[src/rtl/mdio_request_arbiter.sv]
// mdio_request_arbiter: round-robin sharing of one MDIO management port
// between NUM_REQ requesters, one transaction in flight, with watchdog.
module mdio_request_arbiter #(
  parameter int NUM_REQ = 4,
  parameter int SETTLE  = 2,
  parameter int TIMEOUT = 4095
) (
  input  logic                  clk,
  input  logic                  rst,
  input  logic [NUM_REQ-1:0]    req_valid,
  output logic [NUM_REQ-1:0]    req_ready,
  input  logic [NUM_REQ-1:0]    req_write,
  input  logic [5*NUM_REQ-1:0]  req_md_addr,
  input  logic [5*NUM_REQ-1:0]  req_reg_addr,
  input  logic [16*NUM_REQ-1:0] req_wr_data,
  output logic [NUM_REQ-1:0]    resp_valid,
  output logic                  resp_err,
  output logic [15:0]           resp_data,
  output logic [4:0]            phy_md_addr,
  output logic [4:0]            phy_reg_addr,
  output logic [15:0]           phy_wr_data,
  output logic                  phy_reg_rd,
  output logic                  phy_reg_wr,
  input  logic                  mgmt_busy,
  input  logic [15:0]           phy_rd_data
);

  localparam int IW = (NUM_REQ > 1) ? $clog2(NUM_REQ) : 1;
  localparam int CW = $clog2(SETTLE + 1);
  localparam int TW = $clog2(TIMEOUT + 1);

  typedef enum logic [2:0] {
    S_IDLE,
    S_ISSUE,
    S_SETTLE,
    S_WAIT,
    S_RESP
  } state_t;

  state_t          state_q;
  logic [IW-1:0]   ptr_q;
  logic [IW-1:0]   idx_q;
  logic            wr_q;
  logic [4:0]      md_q;
  logic [4:0]      reg_q;
  logic [15:0]     wd_q;
  logic [CW-1:0]   cnt_q;
  logic [TW-1:0]   timer_q;
  logic            rd_stb_q;
  logic            wr_stb_q;
  logic [NUM_REQ-1:0] rv_q;
  logic            rerr_q;
  logic [15:0]     rdata_q;

  logic [IW-1:0]   hi_idx_d;
  logic [IW-1:0]   lo_idx_d;
  logic            hi_fnd_d;
  logic            lo_fnd_d;
  logic [IW-1:0]   gnt_idx_d;
  logic            gnt_ok_d;
  logic            sel_wr_d;
  logic [4:0]      sel_md_d;
  logic [4:0]      sel_reg_d;
  logic [15:0]     sel_wd_d;

  // Rotating priority: lowest valid index above ptr, else lowest overall
  always_comb begin
    hi_idx_d = '0;
    lo_idx_d = '0;
    hi_fnd_d = 1'b0;
    lo_fnd_d = 1'b0;
    for (int i = NUM_REQ - 1; i >= 0; i--) begin
      if (req_valid[i]) begin
        lo_idx_d = IW'(i);
        lo_fnd_d = 1'b1;
        if (IW'(i) > ptr_q) begin
          hi_idx_d = IW'(i);
          hi_fnd_d = 1'b1;
        end
      end
    end
    gnt_idx_d = hi_fnd_d ? hi_idx_d : lo_idx_d;
    gnt_ok_d  = (state_q == S_IDLE) && !mgmt_busy && lo_fnd_d;
  end

  // Mux out the winning requester's fields and its one-hot accept
  always_comb begin
    sel_wr_d  = 1'b0;
    sel_md_d  = '0;
    sel_reg_d = '0;
    sel_wd_d  = '0;
    req_ready = '0;
    for (int i = 0; i < NUM_REQ; i++) begin
      if (gnt_idx_d == IW'(i)) begin
        sel_wr_d  = req_write[i];
        sel_md_d  = req_md_addr[5*i +: 5];
        sel_reg_d = req_reg_addr[5*i +: 5];
        sel_wd_d  = req_wr_data[16*i +: 16];
      end
    end
    if (gnt_ok_d) begin
      req_ready[gnt_idx_d] = 1'b1;
    end
  end

  // Transaction sequencer: grant, strobe, settle, watch busy, respond
  always_ff @(posedge clk) begin
    if (rst) begin
      state_q  <= S_IDLE;
      ptr_q    <= IW'(NUM_REQ - 1);
      idx_q    <= '0;
      wr_q     <= 1'b0;
      md_q     <= '0;
      reg_q    <= '0;
      wd_q     <= '0;
      cnt_q    <= '0;
      timer_q  <= '0;
      rd_stb_q <= 1'b0;
      wr_stb_q <= 1'b0;
      rv_q     <= '0;
      rerr_q   <= 1'b0;
      rdata_q  <= '0;
    end else begin
      rd_stb_q <= 1'b0;
      wr_stb_q <= 1'b0;
      rv_q     <= '0;
      unique case (state_q)
        S_IDLE: begin
          if (gnt_ok_d) begin
            idx_q    <= gnt_idx_d;
            ptr_q    <= gnt_idx_d;
            wr_q     <= sel_wr_d;
            md_q     <= sel_md_d;
            reg_q    <= sel_reg_d;
            wd_q     <= sel_wd_d;
            wr_stb_q <= sel_wr_d;
            rd_stb_q <= !sel_wr_d;
            state_q  <= S_ISSUE;
          end
        end
        S_ISSUE: begin
          cnt_q   <= CW'(SETTLE);
          state_q <= S_SETTLE;
        end
        S_SETTLE: begin
          if (cnt_q <= CW'(1)) begin
            timer_q <= '0;
            state_q <= S_WAIT;
          end else begin
            cnt_q <= cnt_q - CW'(1);
          end
        end
        S_WAIT: begin
          if (!mgmt_busy) begin
            rv_q[idx_q] <= 1'b1;
            rerr_q      <= 1'b0;
            rdata_q     <= wr_q ? 16'h0000 : phy_rd_data;
            state_q     <= S_RESP;
          end else if (timer_q == TW'(TIMEOUT - 1)) begin
            rv_q[idx_q] <= 1'b1;
            rerr_q      <= 1'b1;
            rdata_q     <= 16'h0000;
            state_q     <= S_RESP;
          end else begin
            timer_q <= timer_q + TW'(1);
          end
        end
        S_RESP: begin
          rerr_q  <= 1'b0;
          rdata_q <= '0;
          state_q <= S_IDLE;
        end
        default: state_q <= S_IDLE;
      endcase
    end
  end

  assign resp_valid   = rv_q;
  assign resp_err     = rerr_q;
  assign resp_data    = rdata_q;
  assign phy_md_addr  = md_q;
  assign phy_reg_addr = reg_q;
  assign phy_wr_data  = wd_q;
  assign phy_reg_rd   = rd_stb_q;
  assign phy_reg_wr   = wr_stb_q;

endmodule

[config.mk]
export PLATFORM = sky130hd
export DESIGN_NAME = mdio_request_arbiter
export DESIGN_NICKNAME = d
export VERILOG_FILES = /design/src/rtl/mdio_request_arbiter.sv
export SDC_FILE = /design/constraint.sdc
export NUM_CORES = 1
export LEC_CHECK = 0
export CAP_MARGIN = 30
export CELL_PAD_IN_SITES_DETAIL_PLACEMENT = 2
export CELL_PAD_IN_SITES_GLOBAL_PLACEMENT = 2
export CORE_MARGIN = 2
export CORE_UTILIZATION = 20
export DETAILED_ROUTE_END_ITERATION = 8
export GPL_ROUTABILITY_DRIVEN = 0
export HOLD_SLACK_MARGIN = 0.06
export PLACE_DENSITY_LB_ADDON = 0.1
export SYNTH_ARGS = -nofsm -noshare
export SYNTH_HDL_FRONTEND = slang
export SYNTH_SLANG_ARGS = --single-unit
[constraint.sdc]
create_clock -name clk -period 1.9 [get_ports clk]
set_clock_uncertainty 0.1 [all_clocks]
set_input_delay 0.38 -clock clk [delete_from_list [all_inputs] [get_ports clk]]
set_output_delay 0.38 -clock clk [all_outputs]
set_load 0.005 [all_outputs]
* After elaboration in Yosys (flattened, before gate mapping) *
Cells that the tools add are included.

operators by class
  add/sub/neg operators = 2
  magnitude comparators = 9
  equality and inequality tests = 14
  muxes and demuxes = 66
  bitwise operators = 3
  reduce and logical (&&, ||, !) cells = 18

operators by type and width
  cell                     number
  $mux W16                 7
  $mux W5                  8
  $mux W12                 3
  $pmux W16 S2             1
  $mux W2                  14
  $pmux W12 S2             1
  $mux W1                  20
  $add A12 B1 Y12 const B  1
  $eq A12 B12 Y1 const B   1
  $mux W3                  4
  $mux W4                  3
  $pmux W3 S4              1
  $ne A2 B2 Y1 const B     5
  $eq A3 B2 Y1 const B     2
  $lt A2 B3 Y1 const B     2
  $reduce_and A2 Y1        3
  $reduce_bool A2 Y1       3
  $demux W1 S2             2
  $eq A2 B2 Y1 const B     2
  $ge A2 B1 Y1 const B     2
  $gt A1 B2 Y1 const A     2
  $gt A2 B2 Y1 const A     2
  $logic_and A1 B1 Y1      4
  $pmux W2 S2              1
  other kinds (15)         18

storage, ports and cells
  register bits = 71
  word-level logic and storage cells = 126

* Longest topological paths before layout *
  word-level depth = 16
  gate-level depth with buffers = 8
  depth with buffers taken out = 8

* Least setup slack after synthesis *
Ideal clock, no wire load.

  path kind = reg2reg
  start point = reg state_q[2]
  end point = reg wr_q
  setup time = 0.079 ns
  arrival = 1.883 ns
  required time = 1.721 ns
  path slack = -0.162 ns
  stages on the path, launching flop included = 8
  path buffers = 4
  cell sequence = dfxtp_1 > clkbuf_1 > or4b_1 > buf_2 > or3_1 > buf_2 > buf_6 > o221ai_2

between the ends
  cells in the longest elaborated chain, start to end = 4

RTL lines
  element                           line     RTL
  start, declared                   40       state_t state_q;
  start signal, assigned            109      state_q <= S_IDLE;
  start signal, assigned            138      state_q <= S_ISSUE;
  start signal, assigned            143      state_q <= S_SETTLE;
  $logic_not A3 Y1 *                83, 127
  $logic_and A1 B1 Y1 (2 in a row)  83       gnt_ok_d = (state_q == S_IDLE) && !mgmt_busy && lo_fnd_d;
  $reduce_and A2 Y1 (no line) *     -
  end signal, assigned              132      wr_q <= sel_wr_d;
  end, declared                     43       logic wr_q;

Mark *: on every way between the ends. The rest lies on a longest branch, timed or not.
A chain may end at the register's enable or synchronous reset.

* Worst setup path in the final report *
  start point = reg state_q[0]
  end point = reg wd_q[12], in the netlist phy_wr_data[12]

between the ends
  cells in the longest elaborated chain, start to end = 4

RTL lines
  element                           line     RTL
  $logic_not A3 Y1 *                83, 127
  $logic_and A1 B1 Y1 (2 in a row)  83
  $reduce_and A2 Y1 (no line) *     -
  end signal, assigned              135      wd_q <= sel_wd_d;
  end, declared                     46       logic [15:0] wd_q;

Marks and branches as above.

==> results by group <==
Outcome
  – Status: finished, violations left
  – Failing checks: setup timing

Timing
  – Slew headroom: 0.774
  – Period minus WS final: 2.13 ns
  – RSZ-0062 raised after global routing: true
  – Final period util: 1.12
  – Fmax achieved: 471 MHz
  – Fin. max-slew vios: 0
  – Slew @ Worst Pin: 0.330 ns
  – Final hold viol count: 0
  – Post-route setup slack: -0.225 ns
  – Final setup TNS: -3.83 ns
  – Setup violators final: 25

GRT
  – Initial antenna violation count: 0
  – Vias in the first global route: 4790
  – Global-route wire length before repair: 26.2 mm
  – Largest net degree at the start of global routing: 32
  – GRT overflow: 0
  – All-Layer GR Usage: 0.169

Synthesis
  – Post-synthesis cell count: 423
  – Synth top area share: 0.379
  – Mean area per synthesized cell: 8.87 um2
  – EDFF count, synth: 0
  – YS warnings: 0
  – Syn Nets: 557
  – Register area share after synthesis: 0.379
  – Top-count cell post-synth: dfxtp_1
  – Largest area contributor in the netlist: dfxtp_1
  – FFs w/ async S/R, synth: 0
  – Primary FF master, synth: dfxtp_1
  – Number of synthesized register bits: 71
  – Cell variety after synth: 50
  – Synth Cell Area: 0.00375 mm2
  – Commonest cells post-synth: 71 x dfxtp_1, 51 x nor2_1, 44 x nand2_1
  – Main area contributors after synthesis: dfxtp_1 38%, mux2i_1 6.9%, nor2_1 5.1%

Job
  – Max-cap violations: 0

Power and ir drop
  – Maximum VDD drop: 0.000425 V
  – Leak: 2.77 nW
  – Overall power: 0.00502 W
  – P per Cell Area: 671 mW/mm2

CTS
  – Root buffer cell: clkbuf_16
  – Clock Latency Late Sink: 0.34 ns
  – Cts bufs inserted: 9
  – Clock transition at path regs: 0.06 ns
  – # clock sinks: 71
  – Hold buffers post-CTS: 0
  – H-Tree Depth: 3
  – Clk buf depth: 2
  – CTS tree: built

Die
  – Starting Density: 0.202
  – Die Y: 141 um
  – Die W: 141 um
  – Die area: 0.0199 mm2
  – Core area: 0.0186 mm2
  – Io pins: 184
  – Site row count: 50

Routing
  – Drt drc: 0
  – 1st-pass router iterations: 3
  – Vias: 4324
  – Post-DRT Antenna Nets: 0
  – Routed Wire Length: 17.4 mm
  – Initial DRC count: 95
  – Vias per cell: 4.75
  – Routed WL per cell: 19.1 um

Final layout
  – ANT cells: 0
  – FF+latch area: 0.00143 mm2
  – Multi-input logic area: 0.00277 mm2
  – Area Overhead vs Synth: 99.4%
  – Fin area: 0.00748 mm2
  – Share of cells above drive strength 1: 0.341
  – Filler Cell Count: 1971
  – Fin nets: 806

Worst setup path
  – Worst path required time: 2.06 ns
  – Crit Path Max Fanout: 21
  – Reg2Reg Setup Slack: -0.23 ns
  – Arrival time at the worst endpoint: 2.29 ns
  – Critical path type: reg2reg
  – Worst Setup End Kind: flip-flop
  – Setup crit start kind: flip-flop

Place
  – Post-DP HPWL: 12.4 mm
  – Port Buffers: 183
  – Dpl cell area: 0.00628 mm2

Min path
  – Min-delay worst type: in2reg
worst paths after layout:
path	start	to	depth (start not counted)
worst max register to register	state_q[0]	phy_wr_data[12]	6
worst min register to register	cnt_q[1]	cnt_q[1]	2
worst min-delay path	rst	resp_err	2
worst max-delay path	state_q[0]	phy_wr_data[12]	6
repair_timing:
action	CTS	global route
cloned	1	3
pin swaps	16	14
setup endpoints to repair	50	66
resized for setup	99	74
setup buffers	13	10
critical path, stage by stage (launching register included):
cell and delay, ns:
dfxtp_2 0.33, nor2_4 0.12, or4b_4 0.52, buf_12 0.19, or3_4 0.41, buf_12 0.17
o221ai_2 0.18
cells by family (layout without fill, tap and decap cells):
logic type      count (synthesis)  after routing  synth area share
mux                            40             40             0.111
compound gates                 94             94             0.209
simple gates                  169            169             0.225
fa+ha+maj                       3              3            0.0100
xor+xnor                       10             10            0.0233
flops                          71             71             0.379
buf+inv                        36            290            0.0423
where the power goes:
group	internal (W)	total (W)	switching (W)
clock network	0.000925	0.00165	0.000728
registers	0.00160	0.00167	0.0000765
logic	0.000971	0.00170	0.000727
per-stage QoR:
stage           util  instances  setup WS, ns  hold WS, ns
4_1_cts        0.377        898        -0.250        0.256
3_3_place_gp   0.338        868        -0.842        0.378
3_5_place_dp   0.338        868        -0.871        0.390
2_1_floorplan      -        423        -0.127        0.346
6_report       0.403        911        -0.225        0.282
5_1_grt        0.403        911        -0.283        0.302
layout by cell type, fill, tap and decap left out, types with 14 or more instances in the layout:
cell type / instances
nand3b_1: 15
nor2_1: 46
buf_4: 58
a22oi_2: 16
dfxtp_1: 66
mux2i_1: 26
nand2_1: 43
mux2_2: 14
buf_6: 19
clkdlybuf4s50_1: 173
registers in the layout, summed over array words and instances, names as in the netlist:
signal,flops
state_q,3
phy_md_addr,5
ptr_q,2
idx_q,2
resp_data,16
phy_reg_addr,5
wr_q,1
phy_reg_rd,1
resp_err,1
phy_wr_data,16
cnt_q,2
resp_valid,4
timer_q,12
phy_reg_wr,1
layer usage:
layer / up-vias / share of wire / wire length (um) / global-route usage
li1: 2069 / - / - / -
met1: 2150 / 0.40 / 7030 / 0.190
met4: 0 / 0.013 / 219 / 0.0532
met5: - / 0 / 0 / 0
met3: 12 / 0.053 / 917 / 0.0489
met2: 93 / 0.53 / 9270 / 0.309
cell type report:
| class | instances | area share |
|---|---|---|
| multi-input combinational | 316 | 0.371 |
| timing repair buffer | 268 | 0.358 |
| sequential | 71 | 0.191 |
| tap | 234 | 0.0391 |
| clock buffer | 10 | 0.0319 |
| clock inverter | 6 | 0.00602 |
| inverter | 6 | 0.00334 |
Note: power is estimated with default switching activity, not from simulation.
